--- src/rtl/alu_cmd_sequencer.sv ---
// Framed command sequencer: RX FIFO -> {SOF,A,B,OP,CHK} -> ALU -> TX FIFO.
// Checksum and inter-byte timeout guard the committed ALU operands.
module alu_cmd_sequencer #(
  parameter int                  BUS_SIZE = 8,
  parameter logic [BUS_SIZE-1:0] SOF_BYTE = 8'hAA,
  parameter int                  TIMEOUT  = 50000,
  parameter int                  TO_BITS  = 16
) (
  input  logic                i_clk,
  input  logic                i_reset,
  input  logic [BUS_SIZE-1:0] i_rx_data,
  input  logic                i_rx_empty,
  output logic                o_rd_uart,
  output logic [BUS_SIZE-1:0] o_tx_data,
  input  logic                i_tx_full,
  output logic                o_wr_uart,
  output logic [BUS_SIZE-1:0] o_op_a,
  output logic [BUS_SIZE-1:0] o_op_b,
  output logic [BUS_SIZE-3:0] o_op_code,
  input  logic [BUS_SIZE-1:0] i_alu_result,
  output logic                o_busy,
  output logic [7:0]          o_frame_cnt
);

  typedef enum logic [2:0] {
    S_IDLE,
    S_GET_A,
    S_GET_B,
    S_GET_OP,
    S_GET_CHK,
    S_EXEC,
    S_SEND_STAT,
    S_SEND_RES
  } state_t;

  localparam logic [TO_BITS-1:0]  TO_LAST  = TO_BITS'(TIMEOUT - 1);
  localparam logic [BUS_SIZE-1:0] ST_OK    = BUS_SIZE'(8'h00);
  localparam logic [BUS_SIZE-1:0] ST_CHK   = BUS_SIZE'(8'h01);
  localparam logic [BUS_SIZE-1:0] ST_TMO   = BUS_SIZE'(8'h02);

  state_t              r_state;
  state_t              w_next;
  logic [BUS_SIZE-1:0] r_sa;
  logic [BUS_SIZE-1:0] r_sb;
  logic [BUS_SIZE-1:0] r_sop;
  logic [BUS_SIZE-1:0] r_op_a;
  logic [BUS_SIZE-1:0] r_op_b;
  logic [BUS_SIZE-3:0] r_op_code;
  logic [BUS_SIZE-1:0] r_status;
  logic [BUS_SIZE-1:0] r_result;
  logic [TO_BITS-1:0]  r_to_cnt;
  logic [7:0]          r_frame_cnt;

  logic                w_rd;
  logic                w_wr;
  logic [BUS_SIZE-1:0] w_txd;
  logic                w_in_get;
  logic                w_to_hit;
  logic                w_chk_ok;

  assign w_in_get = (r_state == S_GET_A) || (r_state == S_GET_B) ||
                    (r_state == S_GET_OP) || (r_state == S_GET_CHK);
  assign w_to_hit = i_rx_empty && (r_to_cnt == TO_LAST);
  assign w_chk_ok = (i_rx_data == (r_sa ^ r_sb ^ r_sop));

  always_comb begin
    w_next = r_state;
    w_rd   = 1'b0;
    w_wr   = 1'b0;
    w_txd  = '0;
    unique case (r_state)
      S_IDLE: begin
        if (!i_rx_empty) begin
          w_rd = 1'b1;
          if (i_rx_data == SOF_BYTE) w_next = S_GET_A;
        end
      end
      S_GET_A: begin
        if (!i_rx_empty) begin
          w_rd   = 1'b1;
          w_next = S_GET_B;
        end else if (w_to_hit) begin
          w_next = S_SEND_STAT;
        end
      end
      S_GET_B: begin
        if (!i_rx_empty) begin
          w_rd   = 1'b1;
          w_next = S_GET_OP;
        end else if (w_to_hit) begin
          w_next = S_SEND_STAT;
        end
      end
      S_GET_OP: begin
        if (!i_rx_empty) begin
          w_rd   = 1'b1;
          w_next = S_GET_CHK;
        end else if (w_to_hit) begin
          w_next = S_SEND_STAT;
        end
      end
      S_GET_CHK: begin
        if (!i_rx_empty) begin
          w_rd   = 1'b1;
          w_next = w_chk_ok ? S_EXEC : S_SEND_STAT;
        end else if (w_to_hit) begin
          w_next = S_SEND_STAT;
        end
      end
      S_EXEC: w_next = S_SEND_STAT;
      S_SEND_STAT: begin
        if (!i_tx_full) begin
          w_wr   = 1'b1;
          w_txd  = r_status;
          w_next = S_SEND_RES;
        end
      end
      S_SEND_RES: begin
        if (!i_tx_full) begin
          w_wr   = 1'b1;
          w_txd  = r_result;
          w_next = S_IDLE;
        end
      end
      default: w_next = S_IDLE;
    endcase
    // FIFO strobes are suppressed while reset is being sampled
    if (!i_reset) begin
      w_rd  = 1'b0;
      w_wr  = 1'b0;
      w_txd = '0;
    end
  end

  always_ff @(posedge i_clk) begin
    if (!i_reset) begin
      r_state     <= S_IDLE;
      r_sa        <= '0;
      r_sb        <= '0;
      r_sop       <= '0;
      r_op_a      <= '0;
      r_op_b      <= '0;
      r_op_code   <= '0;
      r_status    <= '0;
      r_result    <= '0;
      r_to_cnt    <= '0;
      r_frame_cnt <= '0;
    end else begin
      r_state <= w_next;
      if (w_rd || !w_in_get) begin
        r_to_cnt <= '0;
      end else begin
        r_to_cnt <= r_to_cnt + 1'b1;
      end
      unique case (r_state)
        S_GET_A, S_GET_B, S_GET_OP: begin
          if (w_rd) begin
            if (r_state == S_GET_A) r_sa <= i_rx_data;
            if (r_state == S_GET_B) r_sb <= i_rx_data;
            if (r_state == S_GET_OP) r_sop <= i_rx_data;
          end else if (w_to_hit) begin
            r_status <= ST_TMO;
            r_result <= '0;
          end
        end
        S_GET_CHK: begin
          if (w_rd) begin
            if (w_chk_ok) begin
              r_op_a    <= r_sa;
              r_op_b    <= r_sb;
              r_op_code <= r_sop[BUS_SIZE-3:0];
            end else begin
              r_status <= ST_CHK;
              r_result <= '0;
            end
          end else if (w_to_hit) begin
            r_status <= ST_TMO;
            r_result <= '0;
          end
        end
        S_EXEC: begin
          r_result    <= i_alu_result;
          r_status    <= ST_OK;
          r_frame_cnt <= r_frame_cnt + 8'd1;
        end
        default: ;
      endcase
    end
  end

  assign o_rd_uart   = w_rd;
  assign o_wr_uart   = w_wr;
  assign o_tx_data   = w_txd;
  assign o_op_a      = r_op_a;
  assign o_op_b      = r_op_b;
  assign o_op_code   = r_op_code;
  assign o_busy      = (r_state != S_IDLE);
  assign o_frame_cnt = r_frame_cnt;

endmodule

--- config.mk ---
export PLATFORM = sky130hd
export DESIGN_NAME = alu_cmd_sequencer
export DESIGN_NICKNAME = d
export VERILOG_FILES = /design/src/rtl/alu_cmd_sequencer.sv
export SDC_FILE = /design/constraint.sdc
export NUM_CORES = 1
export LEC_CHECK = 0
export CORE_ASPECT_RATIO = 0.6
export CORE_UTILIZATION = 45
export CTS_BUF_LIST = sky130_fd_sc_hd__clkbuf_16
export CTS_CLUSTER_SIZE = 16
export DETAILED_ROUTE_END_ITERATION = 12
export PLACE_DENSITY = 0.68
export SYNTH_ARGS = -nofsm -noshare
export SYNTH_HDL_FRONTEND = slang
export SYNTH_SLANG_ARGS = --single-unit
--- constraint.sdc ---
create_clock -name i_clk -period 3.4 [get_ports i_clk]
set_input_delay 0.68 -clock i_clk [delete_from_list [all_inputs] [get_ports i_clk]]
set_output_delay 0.68 -clock i_clk [all_outputs]
set_load 0.03 [all_outputs]
; ---- Word-level counts from Yosys, hierarchy flattened
; Index checks and enable logic that the tools add are counted.
; Widths: inputs -> output; s select.
[word_totals]
in_bits = 20
output_inout_bits = 41
reg_bits = 89
wordCells = 82
[classes]
muxes = 31
n_reduce_logical = 19
addsub = 2
n_eq_ne = 16
bitwise = 3
[op_table]
columns = op, n
row1 = $mux 8, 11
row2 = $pmux 8 s3, 2
row3 = $mux 3, 9
row4 = $pmux 3 s8, 1
row5 = $add 16x1->16 const B, 1
row6 = $eq 16x16->1 const B, 1
row7 = $pmux 8 s2, 1
row8 = $xor 8x8->8, 2
row9 = $reduce_and 3->1, 5
row10 = $eq 3x3->1 const B, 4
row11 = $ne 2x2->1 const B, 5
row12 = $add 8x1->8 const B, 1
row13 = $eq 8x8->1, 1
row14 = $eq 8x8->1 const B, 1
row15 = $eq 3x2->1 const B, 2
row16 = $mux 1, 6
row17 = $reduce_bool 3->1, 2
row18 = $reduce_or 5->1, 1
row19 = $logic_or 1x1->1, 4
row20 = $reduce_and 4->1, 1
row21 = $reduce_or 2->1, 2
row22 = $eq 3x1->1 const B, 1
row23 = $logic_not 3->1, 1
row24 = $ne 3x3->1 const B, 1
row25 = other kinds (5), 5

; ---- Depth between registers and ports, before layout
[logic_depth]
depth_word = 7
depth_mapped = 9
depth_no_buf = 6

; ---- Least setup slack after synthesis
; No wires, ideal clock.
[synth_timing]
path_kind = input-to-output
startpoint = in i_reset
endpoint = out o_tx_data[0]
arrival_time_ns = 1.700
t_required_ns = 2.720
cell_stages = 4
path_slack_ns = 1.020
n_path_buf = 1
cell_sequence = inv_2 > or3_1 > clkbuf_1 > nor2_1
[synth_via]
elab_chain_cells = 1
[synth_lines]
columns = element, line
row1 = start: declaration, 10  ; input logic i_reset,
row2 = $mux 8, 128  ; if (!i_reset) begin
row3 = end: declaration, 14  ; output logic [BUS_SIZE-1:0] o_tx_data,
; No other way between the ends.

; ---- Final worst setup path
[layout_timing]
startpoint = in i_rx_empty
endpoint = out o_rd_uart
[layout_via]
elab_chain_cells = 3
[layout_lines]
columns = element, line
row1 = start: declaration, 12  ; input logic i_rx_empty,
row2 = $mux 1 (2 in series), --
row3 = $mux 1, 128
row4 = end: declaration, 13  ; output logic o_rd_uart,
; No other way between the ends.

==> flow_metrics.py <==
metrics = {
    "status": {
        "status": "completed",
    },
    "final_layout": {
        "layoutNonFillerInstCount": 624,
        "nets": 529,
        "antennaDiodeCount": 0,
        "area_delta_synth_final_pct": 21.4,
        "layout-drive-gt1-share_pct": 8.79,
    },
    "grt": {
        "antenna_found_initial": 0,
        "grt_pass1_wl_um": 15000,
        "grt_use_total_pct": 20.5,
        "grt_max_degree": 49,
        "grt_pass1_vias": 3056,
        "grt.overflow.total": 0,
    },
    "synth": {
        "yosysSeqAreaShare_pct": 43.5,
        "synth.net_count": 482,
        "yosysTopAreaCell": "dfxtp_1",
        "synthFlopType": "dfxtp_1",
        "synth_top_area_share_pct": 43.5,
        "async_flop_share_pct": 0,
        "yosys_warnings": 0,
        "synth_area_leaders": "dfxtp_1 (44%), mux2i_1 (10%), nand2_1 (7.1%)",
        "yosys.cell_types.count": 51,
        "syn_inst": 460,
        "synth_area_um2": 4100,
        "synth_edf_count": 0,
        "avgSynthCellArea_um2": 8.90,
        "synth-seq-cells": 89,
    },
    "drt": {
        "vias": 3299,
        "remaining_drc_errors": 0,
        "viasPerCell": 5.29,
        "wl_per_cell_um": 14.6,
        "ant_nets": 0,
        "drtIter0Drc": 207,
        "drt_wl_total_um": 9110,
        "drt_pass1_iterations": 7,
    },
    "clocking": {
        "cts_root_buf": "clkbuf_16",
        "clkTransAtPathRegs_ns": 0.06,
        "clk_latency_ns": 0.34,
        "ctsHoldBuffers": 0,
        "postCtsSetupBuffers": 0,
        "cts.path.max_buffers": 2,
        "cts.sinks": 89,
        "tritoncts": "done",
        "cts_resized": 0,
        "numCtsBuffers": 9,
        "cts_max_level": 3,
    },
    "critical_path": {
        "start_kind": "input pin",
        "worstPathArrival_ns": 2.15,
        "worstSetupPathType": "input pin to output port",
        "end_kind": "output port",
        "worstPathCellList": "clkdlybuf4s50_1 > nand2b_4 > a21oi_1 > clkdlybuf4s50_1",
        "path_max_fanout": 4,
        "crit_path_top_delay_cell": "clkdlybuf4s50_1",
        "slowest_delay_ns": 0.72,
        "critPathRequiredTime_ns": 2.72,
        "crit_path_frequent_cell": "clkdlybuf4s50_1",
    },
    "sta": {
        "fin_setup_tns_ns": 0,
        "finClkSkew_ns": 0.00569,
        "slew_violations": 0,
        "finalCriticalPeriod_ns": 2.83,
        "fin_ws_ns": 0.568,
        "fmax_mhz": 353,
        "hold_viol_final": 0,
        "final-setup-viol-count": 0,
        "timing.final.crit_share_pct": 83.3,
        "worst_pin_slew_ns": 0.661,
        "relSlewSlack_pct": 55.8,
        "rsz0062_at_grt": "false",
    },
    "floorplan": {
        "die_h_um": 75.9,
        "core.rowCount": 26,
        "initial_core_util_pct": 47.3,
        "die_area_um2": 9500,
        "die_w_um": 125,
        "ioPinCount": 61,
        "design.core.area_um2": 8650,
    },
    "placement": {
        "hpwl_um": 6100,
        "dp_slack_ns": 0.576,
        "port_buffers": 60,
        "dp.cells": 608,
        "place_congestion": 0.804,
    },
    "min_path": {
        "hold_class": "flip-flop to flip-flop",
    },
    "pwr": {
        "irDropWorstVdd_mv": 0.270,
        "leakage_uw": 0.00171,
        "p_per_area_nw_per_um2": 421,
    },
    "job": {
        "max_cap_violations": 0,
    },
}
==> metal layers <==
layer / share of wire (%) / up-vias / routed length [µm] / GRT usage [%]
li1: - / 1662 / - / -
met1: 51 / 1556 / 4620 / 26.2
met2: 43 / 73 / 3940 / 33.0
met3: 5.1 / 8 / 461 / 7.58
met4: 0.86 / 0 / 78 / 5.69
met5: 0 / - / 0 / 0
==> metrics by stage <==
step	utilization (%)	instance area (µm²)	hold slack [ns]	power [µW]
detailed placement	54.1	4680	0.426	1140
floorplan	-	4100	0.411	1100
CTS	57.4	4970	0.435	2100
finish	57.4	4970	0.432	2090
global route	57.4	4970	0.453	2160
global placement	54.1	4680	0.420	1140
==> worst max-delay path, delay by kind of cell <==
| family | cells | cell delay [ns] |
|---|---|---|
| buffers and inverters | 2 | 1.16 |
| AND/OR/NAND/NOR | 1 | 0.18 |
| AO/OA/AOI/OAI | 1 | 0.13 |
==> placed cells by master (no fill, tap or decap), drive strengths merged, types with 2 or more instances in the layout <==
master / instances
clkbuf: 9
and3: 8
clkdlybuf4s50: 50
mux2i: 41
o21ai: 12
ha: 2
xor2: 18
dfxtp: 89
xnor2: 26
or3: 3
a311oi: 9
clkinv: 5
and2: 2
a21oi: 27
nor2b: 3
and4: 4
nor2: 54
nand2: 78
nand4: 13
nor4: 2
nand3: 16
nand2b: 2
buf: 16
inv: 5
==> state kept, by name, indices dropped and copies added (netlist names) <==
name	count
r_result	8
r_to_cnt	16
r_status	8
r_sop	8
o_frame_cnt	8
r_state	3
o_op_a	8
o_op_code	6
r_sb	8
o_op_b	8
r_sa	8
==> worst paths after layout <==
path | start | endpoint | slack, ns | depth (start not counted)
worst max-delay path | i_rx_empty | o_rd_uart | 0.57 | 4
worst min-delay path | r_status[3]$_SDFFE_PN0P_ | r_status[3]$_SDFFE_PN0P_ | 0.43 | 2
worst max register to register | r_state[2]$_SDFFE_PN0P_ | r_result[3]$_SDFFE_PN0P_ | 1.13 | 4
worst min register to register | r_status[3]$_SDFFE_PN0P_ | r_status[3]$_SDFFE_PN0P_ | 0.43 | 2
==> cells by family (layout without fill, tap and decap cells) <==
family	Yosys count	after routing	synth area share, %
xor+xnor	44	44	9.41
simple gates	192	192	22.3
fa+ha+maj	2	2	0.611
mux	41	41	10.0
compound gates	57	57	9.53
buf+inv	35	87	4.61
flops	89	89	43.5
==> report_power, final <==
part / internal [µW] / switching, µW
sequential: 1040 / 0.0577
clock: 561 / 408
combinational: 33.6 / 46.0
total: 1640 / 454
==> cells in the mapped netlist, types with 2 or more instances <==
master    instances
inv_1             3
and3_1            7
a21oi_1          27
inv_2             2
o21ai_0           5
nand2_1          78
or3_1             3
and2_1            2
mux2i_1          41
xnor2_1          26
a311oi_1          5
nor2_1           53
dfxtp_1          89
o21ai_1           7
ha_1              2
nand4_1          13
clkbuf_1         18
and4_1            2
buf_6             5
xor2_1           18
a311oi_2          4
buf_2             4
and4_4            2
nor2b_1           3
nand3_1          15
==> final cells by class <==
type                            count  area, µm²
Sequential cell                    89       1780
Clock inverter                      7       61.3
Inverter                            5       18.8
Multi-Input combinational cell    336       2120
Tap cell                          112        140
Clock buffer                        9        225
Fill cell                         779       3680
Timing Repair Buffer               66        618
Note: power is estimated with default switching activity, not from simulation.
